**src/rtl/sw_handshake_conditioner_if.sv**
```systemverilog
// Handshake/index bundle between the raw switch lines and the cpu-facing outputs.
// master drives the raw switches and observes the outputs; slave is the conditioner.
interface sw_handshake_conditioner_if #(
  parameter int WIDTH = 8
);
  logic             handshake_raw;
  logic [WIDTH-1:0] index_raw;
  logic             handshake;
  logic             hs_pulse;
  logic [WIDTH-1:0] index_q;
  logic [7:0]       cap_count;

  modport master (
    output handshake_raw, index_raw,
    input  handshake, hs_pulse, index_q, cap_count
  );

  modport slave (
    input  handshake_raw, index_raw,
    output handshake, hs_pulse, index_q, cap_count
  );
endinterface

```
**src/rtl/sw_handshake_conditioner.sv**
```systemverilog
// Slide-switch handshake conditioner: synchronizes and debounces the handshake,
// synchronizes the index, and captures the index on each debounced rising handshake.
//
//   state | meaning
//   IDLE  | handshake low, waiting for a debounced high level
//   HOLD  | handshake high, index_q frozen until the level drops
module sw_handshake_conditioner #(
  parameter int SYNC_STAGES     = 2,
  parameter int DEBOUNCE_CYCLES = 4,
  parameter int WIDTH           = 8
) (
  input  logic                        clk,
  input  logic                        reset,
  sw_handshake_conditioner_if.slave   bus
);
  localparam int CNT_W = $clog2(DEBOUNCE_CYCLES + 1);

  typedef enum logic {IDLE, HOLD} state_t;

  logic [SYNC_STAGES-1:0] hs_sync_q, hs_sync_d;
  logic [WIDTH-1:0]       idx_sync_q [SYNC_STAGES];
  logic [WIDTH-1:0]       idx_sync_d [SYNC_STAGES];
  logic                   hs_sync;
  logic [WIDTH-1:0]       index_sync;

  logic                   hs_stable_q, hs_stable_d;
  logic [CNT_W-1:0]       cnt_q, cnt_d;

  state_t                 state_q, state_d;
  logic                   pulse_q, pulse_d;
  logic [WIDTH-1:0]       idx_cap_q, idx_cap_d;
  logic [7:0]             cap_q, cap_d;

  assign hs_sync    = hs_sync_q[SYNC_STAGES-1];
  assign index_sync = idx_sync_q[SYNC_STAGES-1];

  always_comb begin
    hs_sync_d     = {hs_sync_q[SYNC_STAGES-2:0], bus.handshake_raw};
    idx_sync_d[0] = bus.index_raw;
    for (int i = 1; i < SYNC_STAGES; i++) begin
      idx_sync_d[i] = idx_sync_q[i-1];
    end
  end

  // Any sample matching the stable level restarts the count.
  always_comb begin
    hs_stable_d = hs_stable_q;
    cnt_d       = cnt_q;
    if (hs_sync == hs_stable_q) begin
      cnt_d = '0;
    end else if (cnt_q == CNT_W'(DEBOUNCE_CYCLES - 1)) begin
      hs_stable_d = hs_sync;
      cnt_d       = '0;
    end else begin
      cnt_d = cnt_q + CNT_W'(1);
    end
  end

  always_comb begin
    state_d   = state_q;
    pulse_d   = 1'b0;
    idx_cap_d = idx_cap_q;
    cap_d     = cap_q;
    case (state_q)
      IDLE: begin
        if (hs_stable_q) begin
          state_d   = HOLD;
          pulse_d   = 1'b1;
          idx_cap_d = index_sync;
          cap_d     = cap_q + 8'd1;
        end
      end
      HOLD: begin
        if (!hs_stable_q) state_d = IDLE;
      end
      default: state_d = IDLE;
    endcase
  end

  always_ff @(posedge clk) begin
    if (reset) begin
      hs_sync_q   <= '0;
      for (int i = 0; i < SYNC_STAGES; i++) idx_sync_q[i] <= '0;
      hs_stable_q <= 1'b0;
      cnt_q       <= '0;
      state_q     <= IDLE;
      pulse_q     <= 1'b0;
      idx_cap_q   <= '0;
      cap_q       <= '0;
    end else begin
      hs_sync_q   <= hs_sync_d;
      for (int i = 0; i < SYNC_STAGES; i++) idx_sync_q[i] <= idx_sync_d[i];
      hs_stable_q <= hs_stable_d;
      cnt_q       <= cnt_d;
      state_q     <= state_d;
      pulse_q     <= pulse_d;
      idx_cap_q   <= idx_cap_d;
      cap_q       <= cap_d;
    end
  end

  assign bus.handshake = (state_q == HOLD);
  assign bus.hs_pulse  = pulse_q;
  assign bus.index_q   = idx_cap_q;
  assign bus.cap_count = cap_q;
endmodule

```
**src/flat_wrapper.sv**
```systemverilog
// flat-port wrapper written by rule: the top's interface ports become plain ports
module sw_handshake_conditioner_flat 
#(
  parameter int SYNC_STAGES     = 2,
  parameter int DEBOUNCE_CYCLES = 4,
  parameter int WIDTH           = 8
)
  (clk, reset, bus_handshake_raw, bus_index_raw, bus_handshake, bus_hs_pulse, bus_index_q, bus_cap_count);
  sw_handshake_conditioner_if #(.WIDTH(WIDTH)) bus_i ();
  input  logic clk;
  input  logic reset;
  input wire logic [$bits(bus_i.handshake_raw)-1:0] bus_handshake_raw;
  input wire logic [$bits(bus_i.index_raw)-1:0] bus_index_raw;
  output wire logic [$bits(bus_i.handshake)-1:0] bus_handshake;
  output wire logic [$bits(bus_i.hs_pulse)-1:0] bus_hs_pulse;
  output wire logic [$bits(bus_i.index_q)-1:0] bus_index_q;
  output wire logic [$bits(bus_i.cap_count)-1:0] bus_cap_count;
  assign bus_i.handshake_raw = bus_handshake_raw;
  assign bus_i.index_raw = bus_index_raw;
  assign bus_handshake = bus_i.handshake;
  assign bus_hs_pulse = bus_i.hs_pulse;
  assign bus_index_q = bus_i.index_q;
  assign bus_cap_count = bus_i.cap_count;
  sw_handshake_conditioner #(.SYNC_STAGES(SYNC_STAGES), .DEBOUNCE_CYCLES(DEBOUNCE_CYCLES), .WIDTH(WIDTH)) u_core (.clk(clk), .reset(reset), .bus(bus_i));
endmodule
```
**config.mk**
```make
export PLATFORM = sky130hd
export DESIGN_NAME = sw_handshake_conditioner_flat
export DESIGN_NICKNAME = d
export VERILOG_FILES = /design/src/rtl/sw_handshake_conditioner_if.sv /design/src/rtl/sw_handshake_conditioner.sv /design/src/flat_wrapper.sv
export SDC_FILE = /design/constraint.sdc
export NUM_CORES = 1
export LEC_CHECK = 0
export CAP_MARGIN = 0
export CORE_MARGIN = 4
export CORE_UTILIZATION = 43
export CTS_CLUSTER_DIAMETER = 40
export DETAILED_ROUTE_END_ITERATION = 16
export PLACE_DENSITY = 0.69
export SYNTH_ARGS = -nofsm -noshare
export SYNTH_HDL_FRONTEND = slang
export SYNTH_SLANG_ARGS = --single-unit
```
**constraint.sdc**
```tcl
create_clock -name clk -period 1.21 [get_ports clk]
set_input_delay 0.121 -clock clk [delete_from_list [all_inputs] [get_ports clk]]
set_output_delay 0.121 -clock clk [all_outputs]
set_load 0.02 [all_outputs]
```
==> summary.md <==
| Metric | Value |
|---|---|
| Status | `complete, but fails checks` |
| Violated checks | `negative setup slack` |
| Upper clock frequency limit | `814 MHz` |
| Non-Filler Instances | `227` |
| Number of synthesized register bits | `40` |
| Die area | `0.00412 sq mm` |
| Final weighted congestion in routability-driven placement | `0.764` |
| Largest net degree at the start of global routing | `28` |
| Count of fill cells added during filler insertion | `244` |
| Leading cell types by total area after synthesis | `dfxtp_1 59%, nor2b_1 10%, nand2_1 5.3%, a21oi_1 4.4%, ha_1 2.8%` |
| Worst slew pin tran | `260 ps` |
| Floorplan die width | `64.2 um` |
| Area taken by flip-flops and latches | `821 sq um` |
| Net count after synthesis | `150` |
| Arrival time of data at the critical path endpoint | `1510 ps` |
| Rel. slew slack | `0.827` |
| Total gr overflow | `0` |
| Distinct cells, synth | `23` |
| Element type at the critical path end | `register` |
| Starting density of the core | `0.448` |
| Final hold violations | `0` |
| Number of buffers created by CTS | `5` |
| Antenna violations before repair | `0` |
| All-layer global routing usage | `0.141` |
| Worst setup skew after layout | `5.20 ps` |
| Worst IR Drop VDD | `1.07 mV` |
| Share of async-settable or async-resettable flops after synthesis | `0` |
| Least setup slack across all paths after layout | `-17.9 ps` |
| Standby leakage power | `0.788 nW` |
| Total wire length | `2.61 mm` |
| Clk buf depth | `2` |
| Ratio of final minimum period to clock period | `1.01` |
| Startpoint class of the critical path | `register` |
| Pre-CTS setup slack | `-50.7 ps` |
| Class of the tightest hold or removal check | `in -> reg` |
| Antenna Diode Count | `0` |
| Global-route wire length before repair | `4.41 mm` |
| Share of Yosys cell area claimed by the top area cell type | `0.590` |
| Fraction of layout instances using a drive strength above 1 | `0.328` |
| WP data required | `1500 ps` |
| Dpl hpwl | `1.71 mm` |
| Average size of a mapped cell | `9.97 sq um` |
| Total vias in the final route | `1047` |
| Detailed-routing iteration count for the pre-antenna-repair pass | `4` |
| Max Transition Viols Final | `0` |
| DP Cell Count | `212` |
| Vertical die dimension | `64.2 um` |
| Clock sinks | `40` |
| H-tree depth | `2` |
| Clk root buf | `clkbuf_4` |
| Number of rows in the core area | `20` |
| Commonest register cell after synthesis | `dfxtp_1` |
| YS warnings | `0` |
| Max cap viols | `0` |
| Io pins | `29` |
| Hold buffer count at CTS | `0` |
| Detail Route Antenna Nets | `0` |
| Shortest period the worst path allows | `1230 ps` |
| Multi-input gate area | `609 sq um` |
| Clock input transition at the sequential cells of the worst setup and hold paths | `120 ps` |
| Post-detailed-route DRC marker count | `0` |
| Sequential-to-total area share from yosys stat | `0.590` |
| Core area | `0.00303 sq mm` |
| Total power | `0.00235 W` |
| Per-cell routed wire length | `11.5 um` |
| Critical path class | `reg -> reg` |
| # port buffers | `28` |
| Power density cells | `1190 mW/mm^2` |
| Number of nets in the final layout | `196` |
| Biggest area consumer among synthesized cells | `dfxtp_1` |
| Drt via density | `4.61` |
| Post-synthesis to final-layout area growth | `46.5%` |
| Drt first-iter violations | `49` |
| Synthesized instance count | `136` |
| Peak fanout along the critical path | `3` |
| Clock Latency Late Sink | `350 ps` |
| Number of global-route vias before repair | `1054` |
| Number of setup violations in the final report | `7` |
| CTS tree | `done` |
| Count of flip-flops with a built-in enable after synthesis | `0` |
| Unrepaired setup endpoints after global routing | `true` |
| Synth Cell Area | `0.00136 sq mm` |
cells by family (layout without fill, tap and decap cells):
| kind of cell | Yosys count | in the layout | synth area share |
|---|---|---|---|
| and+or+nand+nor | 61 | 61 | 0.251 |
| DFF | 40 | 40 | 0.590 |
| AOI/OAI and AO/OA | 15 | 15 | 0.0553 |
| buffers and inverters | 11 | 58 | 0.0323 |
| adders and majority gates | 3 | 3 | 0.0277 |
| xor gates and xnor gates | 3 | 3 | 0.0194 |
| muxes | 3 | 3 | 0.0240 |
critical path: stages (launching register included):
cell	delay (ps)
dfxtp_4	380
buf_6	100
ha_4	130
nand3b_1	110
or3_1	340
a21oi_2	120
flip-flops by register name, indices dropped and copies added (netlist names):
| signal | cells |
|---|---|
| u_core.bus.handshake | 1 |
| u_core.idx_sync_q | 16 |
| u_core.cnt_q | 3 |
| u_core.bus.cap_count | 8 |
| u_core.hs_sync_q | 2 |
| u_core.bus.index_q | 8 |
| u_core.hs_stable_q | 1 |
| u_core.bus.hs_pulse | 1 |
worst paths after layout:
kind	start	to	slack, ps	cells after the start
min	bus_index_raw[3]	u_core.idx_sync_q[0][3]	310	2
max	u_core.bus.cap_count[1]	u_core.bus.cap_count[4]	-20	5
max reg2reg	u_core.bus.cap_count[1]	u_core.bus.cap_count[4]	-20	5
min reg2reg	u_core.idx_sync_q[1][4]	u_core.bus.index_q[4]	440	2
power breakdown:
part           switching (W)  internal (W)
Combinational      0.0000331     0.0000519
Sequential        0.00000718       0.00134
Clock               0.000430      0.000495
Total               0.000470       0.00188
cell usage after synthesis, types with 2 or more instances:
cell,n
a21oi_1,12
buf_1,2
buf_2,2
clkbuf_1,2
dfxtp_1,40
ha_1,3
inv_1,5
nand2_1,19
nand3_1,2
nor2_1,6
nor2_2,3
nor2b_1,22
nor4_2,2
o21ai_0,3
or3_1,3
xnor2_1,3
final cells by class:
cell class / instances / share of cell area
Inverter: 5 / 0.00945
Timing Repair Buffer: 45 / 0.198
Clock buffer: 6 / 0.0258
Multi-Input combinational cell: 85 / 0.307
Clock inverter: 2 / 0.0195
Sequential cell: 40 / 0.413
Tap cell: 44 / 0.0277
routing by layer:
metal  vias to the layer above  wire (um)  track usage
li1                        528          -            -
met1                       482       1040        0.132
met2                        28       1310        0.249
met3                         9        181       0.0650
met4                         0         74       0.0844
met5                         -          0            0
stage by stage:
| step | util | hold slack [ps] | cell area [sq um] | setup TNS [ps] |
|---|---|---|---|---|
| after global routing | 0.656 | 279 | 1990 | -502 |
| after global placement | 0.587 | 417 | 1780 | -291 |
| after floorplan | - | 249 | 1390 | -15.8 |
| after detailed placement | 0.587 | 420 | 1780 | -811 |
| final | 0.656 | 306 | 1990 | -48.6 |
| after CTS | 0.639 | 289 | 1940 | -25.9 |
timing repair:
action,CTS,global route
hold endpoints to repair,0,0
pin swaps,5,6
setup endpoints to repair,26,24
setup buffers,4,3
gates resized for setup,41,25
cells in the final DEF (no fill, tap or decap), types with 2 or more instances in the layout:
master,n
nand2_1,19
clkdlybuf4s50_1,10
nor2_2,2
nor4_4,2
ha_4,3
nor2b_1,22
mux2_4,2
buf_6,5
a21oi_1,10
buf_2,2
nor2_1,6
o21ai_1,2
clkbuf_4,5
clkbuf_2,4
dfxtp_1,30
dfxtp_4,3
inv_1,4
nand3_2,2
or3_1,3
dlygate4sd2_1,4
a21oi_2,2
buf_4,12
xnor2_1,2
dfxtp_2,7
clkdlybuf4s15_1,7
Note: power is estimated with default switching activity, not from simulation.
